## src/rtl/seq_chunk_adder_pkg.sv

```systemverilog
// Shared definitions for the chunk-serial adder: FSM state encoding and default sizing.
package seq_chunk_adder_pkg;

  typedef enum logic [1:0] {
    IDLE = 2'd0,
    RUN  = 2'd1,
    DONE = 2'd2
  } state_t;

  localparam int DEF_WIDTH = 32;
  localparam int DEF_CHUNK = 8;

endpackage

```

## src/rtl/seq_chunk_adder_rca.sv

```systemverilog
// Combinational CHUNK-bit ripple-carry adder built from per-bit full adders.
module rca_chunk
  import seq_chunk_adder_pkg::*;
#(
  parameter int CHUNK = DEF_CHUNK
) (
  input  logic [CHUNK-1:0] a,
  input  logic [CHUNK-1:0] b,
  input  logic             ci,
  output logic [CHUNK-1:0] s,
  output logic             co,
  output logic             c_msb_in
);

  logic [CHUNK:0] c;

  always_comb begin
    c    = '0;
    s    = '0;
    c[0] = ci;
    for (int unsigned i = 0; i < CHUNK; i++) begin
      s[i]   = a[i] ^ b[i] ^ c[i];
      c[i+1] = (a[i] & b[i]) | (c[i] & (a[i] ^ b[i]));
    end
  end

  assign co       = c[CHUNK];
  assign c_msb_in = c[CHUNK-1];

endmodule

```

## src/rtl/seq_chunk_adder.sv

```systemverilog
// Chunk-serial adder/subtractor: one CHUNK-bit ripple adder reused LSB-first over NCH cycles.
module seq_chunk_adder
  import seq_chunk_adder_pkg::*;
#(
  parameter int WIDTH = DEF_WIDTH,
  parameter int CHUNK = DEF_CHUNK
) (
  input  logic             clk,
  input  logic             rst_n,
  input  logic             in_valid,
  output logic             in_ready,
  input  logic [WIDTH-1:0] a,
  input  logic [WIDTH-1:0] b,
  input  logic             cin,
  input  logic             sub,
  output logic             out_valid,
  input  logic             out_ready,
  output logic [WIDTH-1:0] sum,
  output logic             cout,
  output logic             ovf
);

  localparam int NCH = WIDTH / CHUNK;
  localparam int IW  = (NCH > 1) ? $clog2(NCH) : 1;
  localparam logic [IW-1:0] LAST = IW'(NCH - 1);

  state_t           state;
  logic [WIDTH-1:0] a_r;
  logic [WIDTH-1:0] bp_r;
  logic             carry;
  logic [IW-1:0]    idx;

  logic [CHUNK-1:0] a_chunk;
  logic [CHUNK-1:0] b_chunk;
  logic [CHUNK-1:0] s_chunk;
  logic             co;
  logic             c_msb;

  // Chunk i of the captured operands feeds the single shared adder.
  always_comb begin
    a_chunk = '0;
    b_chunk = '0;
    for (int unsigned i = 0; i < NCH; i++) begin
      if (idx == IW'(i)) begin
        a_chunk = a_r[i*CHUNK +: CHUNK];
        b_chunk = bp_r[i*CHUNK +: CHUNK];
      end
    end
  end

  rca_chunk #(
    .CHUNK (CHUNK)
  ) u_rca (
    .a        (a_chunk),
    .b        (b_chunk),
    .ci       (carry),
    .s        (s_chunk),
    .co       (co),
    .c_msb_in (c_msb)
  );

  always_ff @(posedge clk or negedge rst_n) begin
    if (!rst_n) begin
      state <= IDLE;
      a_r   <= '0;
      bp_r  <= '0;
      carry <= 1'b0;
      idx   <= '0;
      sum   <= '0;
      cout  <= 1'b0;
      ovf   <= 1'b0;
    end else begin
      case (state)
        IDLE: begin
          if (in_valid) begin
            a_r   <= a;
            bp_r  <= sub ? ~b : b;
            carry <= sub ? 1'b1 : cin;
            idx   <= '0;
            cout  <= 1'b0;
            ovf   <= 1'b0;
            state <= RUN;
          end
        end
        RUN: begin
          for (int unsigned i = 0; i < NCH; i++) begin
            if (idx == IW'(i)) sum[i*CHUNK +: CHUNK] <= s_chunk;
          end
          carry <= co;
          // Index parks on the last chunk instead of wrapping when NCH is a power of two.
          if (idx == LAST) begin
            cout  <= co;
            ovf   <= co ^ c_msb;
            state <= DONE;
          end else begin
            idx <= idx + 1'b1;
          end
        end
        DONE: begin
          if (out_ready) state <= IDLE;
        end
        default: state <= IDLE;
      endcase
    end
  end

  assign in_ready  = (state == IDLE);
  assign out_valid = (state == DONE);

endmodule

```

## config.mk

```make
export PLATFORM = sky130hd
export DESIGN_NAME = seq_chunk_adder
export DESIGN_NICKNAME = d
export VERILOG_FILES = /design/src/rtl/seq_chunk_adder_pkg.sv /design/src/rtl/seq_chunk_adder_rca.sv /design/src/rtl/seq_chunk_adder.sv
export SDC_FILE = /design/constraint.sdc
export NUM_CORES = 1
export LEC_CHECK = 0
export ABC_AREA = 1
export BUFFER_PORTS_ARGS = -buffer_cell sky130_fd_sc_hd__buf_2
export CAP_MARGIN = 10
export CELL_PAD_IN_SITES_DETAIL_PLACEMENT = 1
export CELL_PAD_IN_SITES_GLOBAL_PLACEMENT = 1
export CORE_MARGIN = 8
export CORE_UTILIZATION = 39
export DETAILED_ROUTE_END_ITERATION = 16
export PLACE_DENSITY = 0.77
export SYNTH_ARGS = -nofsm -noshare
export SYNTH_HDL_FRONTEND = slang
export SYNTH_HIERARCHICAL = 1
export SYNTH_SLANG_ARGS = --single-unit
```

## constraint.sdc

```tcl
create_clock -name clk -period 6.31 [get_ports clk]
set_input_delay 0.631 -clock clk [delete_from_list [all_inputs] [get_ports clk]]
set_output_delay 0.631 -clock clk [all_outputs]
set_load 0.005 [all_outputs]
```

==> results of run 1 <==
layout by cell type (no fill, tap or decap), types with 9 or more instances in the layout:
cell | netlist | layout
a21oi_1 | 32 | 32
buf_2 | 20 | 104
clkbuf_16 | 0 | 9
dfrtp_1 | 103 | 103
inv_1 | 42 | 42
nand2_1 | 284 | 284
nand3_1 | 22 | 22
o21ai_0 | 11 | 11
o21ai_1 | 30 | 30
xor2_1 | 33 | 33
per-layer routing:
metal	up-vias	part of all wire	wire length [um]
met5	-	0	0
met4	0	0.017	243
met3	20	0.044	632
met2	104	0.50	7109
met1	2076	0.44	6356
li1	2065	-	-
logic make-up after synthesis:
group / after synthesis
flip-flops: 103
buffers and inverters: 81
adder cells (fa/ha/maj): 12
AO/OA/AOI/OAI: 74
XOR/XNOR: 33
AND/OR/NAND/NOR: 317
final cells by class:
type / instances / share of cell area
timing repair buffer: 107 / 0.09066
clock buffer: 10 / 0.03990
sequential: 103 / 0.4303
tap: 172 / 0.03593
multi-input combinational: 436 / 0.3553
inverter: 45 / 0.02862
clock inverter: 6 / 0.01922
worst max-delay path by stage:
stage and endpoint:
6_report carry, 5_1_grt carry, 4_1_cts carry, 3_5_place_dp carry, 3_3_place_gp ovf, 2_1_floorplan ovf
state kept, by name, summed over array words and instances, names as in the netlist:
signal	count
a_r	32
bp_r	32
sum	32
idx	2
state	2
carry	1
cout	1
ovf	1
critical path, stage by stage (launching register included):
cell and delay, ns:
dfrtp_1 0.42, inv_1 0.11, ha_1 0.62, inv_1 0.43, nand3_1 0.17, nand2_1 0.06, nand2_1 0.06, nand2_1 0.08
fa_1 0.41, inv_1 0.08, fa_1 0.16, inv_1 0.05, fa_1 0.37, fa_1 0.40, fa_1 0.39, fa_1 0.40
inv_1 0.09, fa_1 0.17, inv_1 0.07, fa_1 0.41, inv_1 0.07, nor2_1 0.05, nand3b_1 0.17
metrics by stage:
stage | worst slack (ns) | instances | hold slack [ns]
3_3_place_gp | 1.296 | 863 | 0.4657
6_report | 0.9365 | 879 | 0.2258
2_1_floorplan | 1.889 | 620 | 0.3354
3_5_place_dp | 1.015 | 863 | 0.4663
4_1_cts | 0.9712 | 879 | 0.2376
5_1_grt | 0.6035 | 879 | 0.2662
power breakdown:
| part | internal, mW | switching [mW] | leakage, nW |
|---|---|---|---|
| Clock | 0.402 | 0.263 | 0.170 |
| Combinational | 0.541 | 1.09 | 1.85 |
| Sequential | 0.974 | 0.198 | 1.29 |
==> impl_metrics.csv, run 1 <==
group,metric,value,unit
global_routing,grt_use_total,0.1802,
layout,fin_area,5989,sq um
sta,worstMarginPinSlew,1.179,ns
floorplan,coreArea,12670,sq um
logic_synthesis,syn_nets,702,
layout,ff_latch_area,2577,sq um
setup_path,cp_max_fo,18,
setup_path,rrSetupSlack,0.94,ns
layout,areaGrowthSynthToFinish,17.59,%
logic_synthesis,syn_avg_cell_area,8.216,sq um
global_routing,grt_max_degree,73,
global_routing,grt_pass1_wl,23.97,mm
logic_synthesis,synth_compound_area_frac,0.07320,
placed_design,dp_hpwl,10.42,mm
global_routing,grt_pass1_vias,4819,
cts,cts-root-buf,"clkbuf_16",
global_routing,met1_usage,0.2174,
routing,drc,0,
cts,postCtsSetupRepairBufs,0,
floorplan,rows,41,
layout,drive_above_1_share,0.1867,
logic_synthesis,syn_inst,620,
floorplan,start_util,0.4020,
routing,ant_nets,0,
cts,cts_resized,0,
logic_synthesis,synth_common_cells,"nand2_1 (284), dfrtp_1 (103), inv_1 (42)",
logic_synthesis,yosys.area.top_type,"dfrtp_1",
layout,diodes,0,
layout,final_util,0.4727,
sta,hold_viol_final,0,
layout,multi_input_area,2128,sq um
logic_synthesis,yosys.area_share.simple,0.2466,
routing,drt-initial-drc-count,254,
sta,final.setup_skew,0.008861,ns
global_routing,grt.busiest_layer,"met2",
routing,via_per_inst,4.852,
global_routing,grt_antenna_before_repair,0,
sta,relSlewSlack,0.2143,
logic_synthesis,synthTopCellsByArea,"dfrtp_1 (51%), nand2_1 (21%), xor2_1 (5.7%)",
cts,clk_pin_slew,0.07,ns
cts,cts_buffer_depth,2,
routing,drt-total-wl,14.34,mm
setup_path,critPathLaunchType,"flip-flop",
logic_synthesis,async_reset_ff_frac,1.000,
placed_design,postPlaceCellArea,5635,sq um
floorplan,die_w,130.3,um
setup_path,path_class,"reg2reg",
sta,layout_min_cycle_time,5.374,ns
cts,hold_buffers,0,
cts,cts_num_sinks,103,
floorplan,die_h,130.3,um
cts,cts_max_level,3,
layout,fin_nets,784,
sta,finalCritPeriodShare,0.8516,
floorplan,die-area,16970,sq um
logic_synthesis,yosysMostFrequentCell,"nand2_1",
pwr,peakVddDrop,179.0,uV
placed_design,gp_congestion,0.7863,
cts,cts-buffers-inserted,9,
job,maxCapViolations,0,
setup_path,r2r_cells,22,
sta,fin_tns_setup,0,ns
logic_synthesis,synth_top_area_share,0.5060,
setup_path,end_kind,"flip-flop",
cts,cts_tree,"built",
pwr,total_power,3.469,mW
logic_synthesis,synthMuxAreaShare,0,
sta,rsz0062_at_grt,"no",
logic_synthesis,synth_top_family_by_area,"simple AND/OR/NAND/NOR gates",
logic_synthesis,synth_edf_count,0,
routing,avgRoutedWirePerCell,16.32,um
hold_path,hold_class,"in2async",
sta,setup_viol,0,
setup_path,worstPathRequired,6.53,ns
sta,slew_viol_final,0,
outcome,status,"completed",
global_routing,grt-ovfl-total,0,
logic_synthesis,synth_warnings,6,
logic_synthesis,synth_flop_cell,"dfrtp_1",
setup_path,r2r-end,"carry",
setup_path,crit_start,"idx[1]",
logic_synthesis,yosysSeqAreaShare,0.5060,
setup_path,rr_startpoint,"idx[1]",
logic_synthesis,synthDistinctLibCells,24,
routing,num_vias,4265,
routing,firstDrtPassIters,4,
sta,max_freq,0.1861,GHz
pwr,leakagePower,3.312,nW
logic_synthesis,synth_xor_area_frac,0.05674,
logic_synthesis,synth_adder_area_share,0.04127,
pwr,p_per_area,579.2,nW/um^2
global_routing,grtUsageMet2,0.3205,
floorplan,io_pins,106,
layout,fill_cells,1570,
global_routing,met3_usage,0.02856,
cts,insertion_delay,0.35,ns
placed_design,portBuffers,105,
logic_synthesis,synth_seq_cells,103,
setup_path,arrival,5.60,ns
logic_synthesis,syn_area,5094,sq um
Note: power is estimated with default switching activity, not from simulation.
==> run 2, diff against run 1 <==
Settings changed: CORE_MARGIN 8 to 2.
==> run 2 against run 1 <==
- critical path type unchanged
- utilization down 0.48 points
- setup slack improved by 0.11 ns
- highest routed layer unchanged
- sequential power is essentially flat
- routed wire length fell by 4.2%
- fmax is 2.0% higher
- flip-flop and latch count unchanged
- global-route usage rose by 2.4 points
==> impl_metrics.csv, run 2 (synthesis gave the netlist of run 1 again) <==
group,metric,value,unit
setup_path,max_stage_delay,0.56,ns
sta,worstMarginPinSlew,0.8916,ns
routing,drt-total-wl,13.74,mm
setup_path,arrival,5.51,ns
cts,cts_buffer_depth,2,
setup_path,r2r-end,"sum[31]",
global_routing,grt_antenna_before_repair,0,
layout,drive_above_1_share,0.1850,
pwr,peakVddDrop,215.7,uV
routing,firstDrtPassIters,4,
setup_path,critPathTopFamily,"adder cells",
sta,rsz0062_at_grt,"no",
setup_path,critPathLaunchType,"flip-flop",
setup_path,worstPathRequired,6.56,ns
routing,drt-initial-drc-count,239,
sta,final.setup_skew,0.006527,ns
hold_path,hold_class,"in2async",
setup_path,crit_slowest_cell,"ha_1",
global_routing,grt-ovfl-total,0,
layout,areaGrowthSynthToFinish,16.38,%
setup_path,path_class,"reg2reg",
layout,mostFrequentLayoutCell,"nand2_1",
global_routing,grt_use_total,0.2041,
cts,insertion_delay,0.35,ns
layout,fin_nets,785,
routing,via_per_inst,4.848,
routing,avgRoutedWirePerCell,15.61,um
floorplan,start_util,0.4020,
cts,cts_max_level,3,
global_routing,grt_pass1_wl,22.83,mm
pwr,switching_share,0.4596,
cts,cts-buffers-inserted,9,
routing,num_vias,4266,
outcome,status,"completed",
sta,layout_min_cycle_time,5.267,ns
placed_design,dp_hpwl,9.935,mm
pwr,p_seq_frac,0.352,
pwr,comb_power_share,0.493,
placed_design,portBuffers,105,
setup_path,crit_top_cell,"fa_1",
cts,cts_resized,0,
floorplan,rows,41,
cts,cts-root-buf,"clkbuf_16",
setup_path,crit_chain,"inv_1, ha_1, inv_1, nand3_1, nand2_1, nand2_1, nand2_1, fa_1, inv_1, fa_1, inv_1, fa_1, fa_1, fa_1, fa_1, inv_1, fa_1, inv_1, fa_1, inv_1, o21ai_0",
floorplan,die_w,118.3,um
setup_path,rrSetupSlack,1.04,ns
floorplan,coreArea,12670,sq um
setup_path,end_kind,"flip-flop",
pwr,p_sw,1.529,mW
routing,ant_nets,0,
sta,fin_tns_setup,0,ns
sta,slew_viol_final,0,
setup_path,cp_num_buf_inv,7,
setup_path,rr_startpoint,"idx[1]",
setup_path,r2r_cells,21,
setup_path,cp_max_fo,18,
setup_path,cp.depth,21,
job,maxCapViolations,0,
cts,hold_buffers,0,
sta,max_freq,0.1898,GHz
cts,cts_tree,"built",
sta,hold_viol_final,0,
pwr,leakagePower,3.288,nW
floorplan,io_pins,106,
pwr,p_per_area,561.1,nW/um^2
placed_design,postPlaceCellArea,5635,sq um
cts,cts_num_sinks,103,
layout,diodes,0,
pwr,clkPwrFrac,0.155,
layout,reg.largest.list,"a_r: 32 flops, bp_r: 32 flops, sum: 32 flops",
routing,drc,0,
sta,finalCritPeriodShare,0.8348,
floorplan,die_h,118.3,um
pwr,p_int,1.798,mW
cts,clk_pin_slew,0.07,ns
layout,fin_area,5928,sq um
sta,setup_viol,0,
floorplan,die-area,13990,sq um
global_routing,grt_pass1_vias,4505,
layout,most-common-layout-cells,"nand2_1 (284), buf_2 (104), dfrtp_1 (103), inv_1 (42), xor2_1 (33)",
placed_design,gp_congestion,0.8960,
global_routing,grt_max_degree,73,
cts,postCtsSetupRepairBufs,0,
sta,relSlewSlack,0.4056,
[run 2: cell count changes in the layout (fill, tap and decap cells not counted), sizes merged]
cell and change:
buf +1, bufinv -3, clkbuf +1, clkinv +3
clkinvlp -1
[run 2: final cells by class]
| type | instances | area, sq um |
|---|---|---|
| clock buffer | 11 | 232.7 |
| fill | 1597 | 6743 |
| clock inverter | 5 | 32.53 |
| timing repair buffer | 108 | 570.5 |
| inverter | 45 | 171.4 |
| sequential | 103 | 2577 |
| tap | 172 | 215.2 |
| multi-input combinational | 436 | 2128 |
[run 2: worst max-delay path by stage]
stage	start	to	slack [ns]
floorplan	idx[1]	ovf	1.89
global placement	idx[1]	sum[31]	1.32
detailed placement	idx[1]	sum[31]	1.11
CTS	idx[1]	sum[31]	1.06
global route	idx[1]	sum[31]	0.66
finish	idx[1]	sum[31]	1.04
[run 2: per-layer routing]
metal  routed length (um)  vias to the layer above  GRT usage
met4                  290                        0    0.07078
met1                 6190                     2069     0.2581
met5                    0                        -          0
met3                  453                       25    0.02847
met2                 6800                       98     0.3569
li1                     -                     2074          -
[run 2: stage by stage]
stage / setup WS [ns] / std cells / utilization / hold slack [ns] / power [mW]
after floorplan: 1.889 / 620 / - / 0.3354 / 2.259
after global placement: 1.319 / 863 / 0.4448 / 0.4665 / 2.712
after detailed placement: 1.110 / 863 / 0.4448 / 0.4695 / 2.799
after CTS: 1.056 / 879 / 0.4657 / 0.3184 / 3.346
after global routing: 0.6620 / 880 / 0.4679 / 0.3444 / 3.649
final: 1.043 / 880 / 0.4679 / 0.2920 / 3.326
[run 2: power groups by stage]
stage | Clock [mW] | Combinational [mW] | Sequential (mW)
2_1_floorplan | 0 | 1.14 | 1.12
3_3_place_gp | 0 | 1.54 | 1.17
3_5_place_dp | 0 | 1.62 | 1.18
4_1_cts | 0.523 | 1.65 | 1.17
5_1_grt | 0.552 | 1.89 | 1.21
6_report | 0.515 | 1.64 | 1.17
[run 2: worst reg2reg max path, stage by stage (launching register included)]
cell and delay (ns):
dfrtp_1 0.43, inv_1 0.12, ha_1 0.56, inv_1 0.41
nand3_1 0.16, nand2_1 0.07, nand2_1 0.06, nand2_1 0.08
fa_1 0.41, inv_1 0.08, fa_1 0.16, inv_1 0.06
fa_1 0.39, fa_1 0.40, fa_1 0.40, fa_1 0.37
inv_1 0.09, fa_1 0.16, inv_1 0.07, fa_1 0.48
inv_1 0.07, o21ai_0 0.16
==> run 3, diff against run 2 <==
Clock period 6.31 ns to 5.5 ns, I/O delays scaled along.
==> run 3 against run 2 <==
- utilization increased by 0.21 points
- via count about the same
- clock skew up 0.0021 ns
- fmax up 7.0%
- count of clock-buffer cells in the layout decreased by 1
- sequential share of layout area fell by 0.19 points
- final cell count rose by 0.11%
==> impl_metrics.csv, run 3 (synthesis gave the netlist of run 1 again) <==
group,metric,value,unit
outcome,status,"completed",
sta,worstMarginPinSlew,0.8694,ns
placed_design,gp_congestion,0.8709,
hold_path,hold_class,"in2async",
routing,drc,0,
layout,areaGrowthSynthToFinish,16.90,%
sta,fin_tns_setup,0,ns
sta,setup_viol,0,
setup_path,crit_chain,"inv_1, ha_1, buf_4, inv_1, nand3_1, nand2_1, nand2_1, nand2_1, fa_1, inv_1, fa_1, inv_1, fa_1, fa_1, fa_1, fa_1, inv_1, fa_1, inv_1, fa_1, inv_1, o21ai_0",
setup_path,crit_top_cell,"fa_1",
cts,clk_pin_slew,0.07,ns
setup_path,arrival,5.17,ns
routing,ant_nets,0,
sta,slew_viol_final,0,
cts,cts_num_sinks,103,
cts,postCtsSetupRepairBufs,0,
floorplan,die-area,13990,sq um
setup_path,worstPathRequired,5.74,ns
layout,fin_nets,786,
layout,mostFrequentLayoutCell,"nand2_1",
setup_path,path_class,"reg2reg",
layout,most-common-layout-cells,"nand2_1 (284), buf_2 (104), dfrtp_1 (103), inv_1 (42), xor2_1 (33)",
setup_path,end_kind,"flip-flop",
setup_path,critPathLaunchType,"flip-flop",
routing,drt-initial-drc-count,190,
pwr,peakVddDrop,201.2,uV
layout,drive_above_1_share,0.1890,
cts,cts_max_level,3,
pwr,leakagePower,3.302,nW
sta,max_freq,0.2031,GHz
cts,cts-root-buf,"clkbuf_16",
sta,layout_min_cycle_time,4.923,ns
floorplan,rows,41,
global_routing,grt_pass1_wl,23.03,mm
routing,num_vias,4264,
cts,cts_buffer_depth,2,
setup_path,max_stage_delay,0.48,ns
floorplan,start_util,0.4020,
setup_path,cp_max_fo,18,
routing,firstDrtPassIters,5,
floorplan,coreArea,12670,sq um
sta,finalCritPeriodShare,0.8951,
job,maxCapViolations,0,
global_routing,grt-ovfl-total,0,
layout,diodes,0,
setup_path,rrSetupSlack,0.58,ns
sta,hold_viol_final,0,
global_routing,grt_antenna_before_repair,0,
cts,cts_tree,"built",
placed_design,dp_hpwl,9.926,mm
cts,cts_resized,0,
floorplan,die_w,118.3,um
global_routing,grt_use_total,0.2045,
sta,timing.hold.ws,0.2198,ns
cts,cts-buffers-inserted,9,
setup_path,crit_slowest_cell,"fa_1",
floorplan,die_h,118.3,um
floorplan,io_pins,106,
sta,rsz0062_at_grt,"no",
pwr,p_per_area,646.8,nW/um^2
routing,avgRoutedWirePerCell,15.36,um
placed_design,portBuffers,105,
sta,final.setup_skew,0.008658,ns
routing,drt-total-wl,13.53,mm
global_routing,grt_pass1_vias,4657,
global_routing,grt_max_degree,73,
routing,via_per_inst,4.840,
sta,relSlewSlack,0.4204,
cts,insertion_delay,0.35,ns
cts,hold_buffers,0,
layout,reg.largest.list,"a_r: 32 flops, bp_r: 32 flops, sum: 32 flops",
-- run 3: changes by cell type in the layout (fill, tap and decap cells not counted) --
cell        delta
buf_16         -1
clkinvlp_4     +1
buf_4          +2
clkbuf_8       +1
bufinv_16      +1
clkinv_2       -1
clkbuf_1       -2
-- run 3: worst max-delay path: cells and delay by family (launching register included) --
| kind | cells | cell delay [ns] |
|---|---|---|
| fa+ha+maj | 9 | 2.90 |
| buf+inv | 8 | 0.96 |
| flops | 1 | 0.42 |
| simple gates | 4 | 0.33 |
| compound gates | 1 | 0.20 |
-- run 3: layer usage --
layer / GRT usage / routed length, um
met5: 0 / 0
met4: 0.05120 / 123
met3: 0.03571 / 452
met2: 0.3620 / 6799
met1: 0.2586 / 6157
-- run 3: final cells by class --
| class | instances | area [sq um] |
|---|---|---|
| fillers | 1599 | 6716 |
| flip-flops and latches | 103 | 2577 |
| multi-input cells | 436 | 2128 |
| repair buffers | 109 | 558.0 |
| clock buffers | 10 | 239.0 |
| well taps | 172 | 215.2 |
| inverters | 45 | 171.4 |
| clock inverters | 6 | 65.06 |
-- run 3: worst paths after layout --
| kind | startpoint | end | cells past startpoint |
|---|---|---|---|
| min | rst_n | a_r[14] | 1 |
| min reg2reg | bp_r[31] | bp_r[31] | 2 |
| min in group clk | a[2] | a_r[2] | 3 |
| max in group asynchronous | rst_n | a_r[29] | 2 |
| max reg2reg | idx[1] | sum[31] | 22 |
| max | idx[1] | sum[31] | 22 |
-- run 3: through the flow --
step	instances	utilization	setup slack, ns	area (sq um)	total power, mW
floorplan	620	-	1.079	5094	2.592
global placement	865	0.4459	0.8430	5650	3.116
detailed placement	865	0.4459	0.6349	5650	3.240
CTS	881	0.4699	0.5781	5954	3.913
global route	881	0.4699	0.3121	5954	4.234
finish	881	0.4699	0.5768	5954	3.852
-- run 3: where the power goes --
part / total [mW] / internal (mW) / switching [mW]
clock: 0.660 / 0.367 / 0.292
sequential: 1.34 / 1.12 / 0.225
combinational: 1.85 / 0.623 / 1.23
total: 3.85 / 2.11 / 1.74
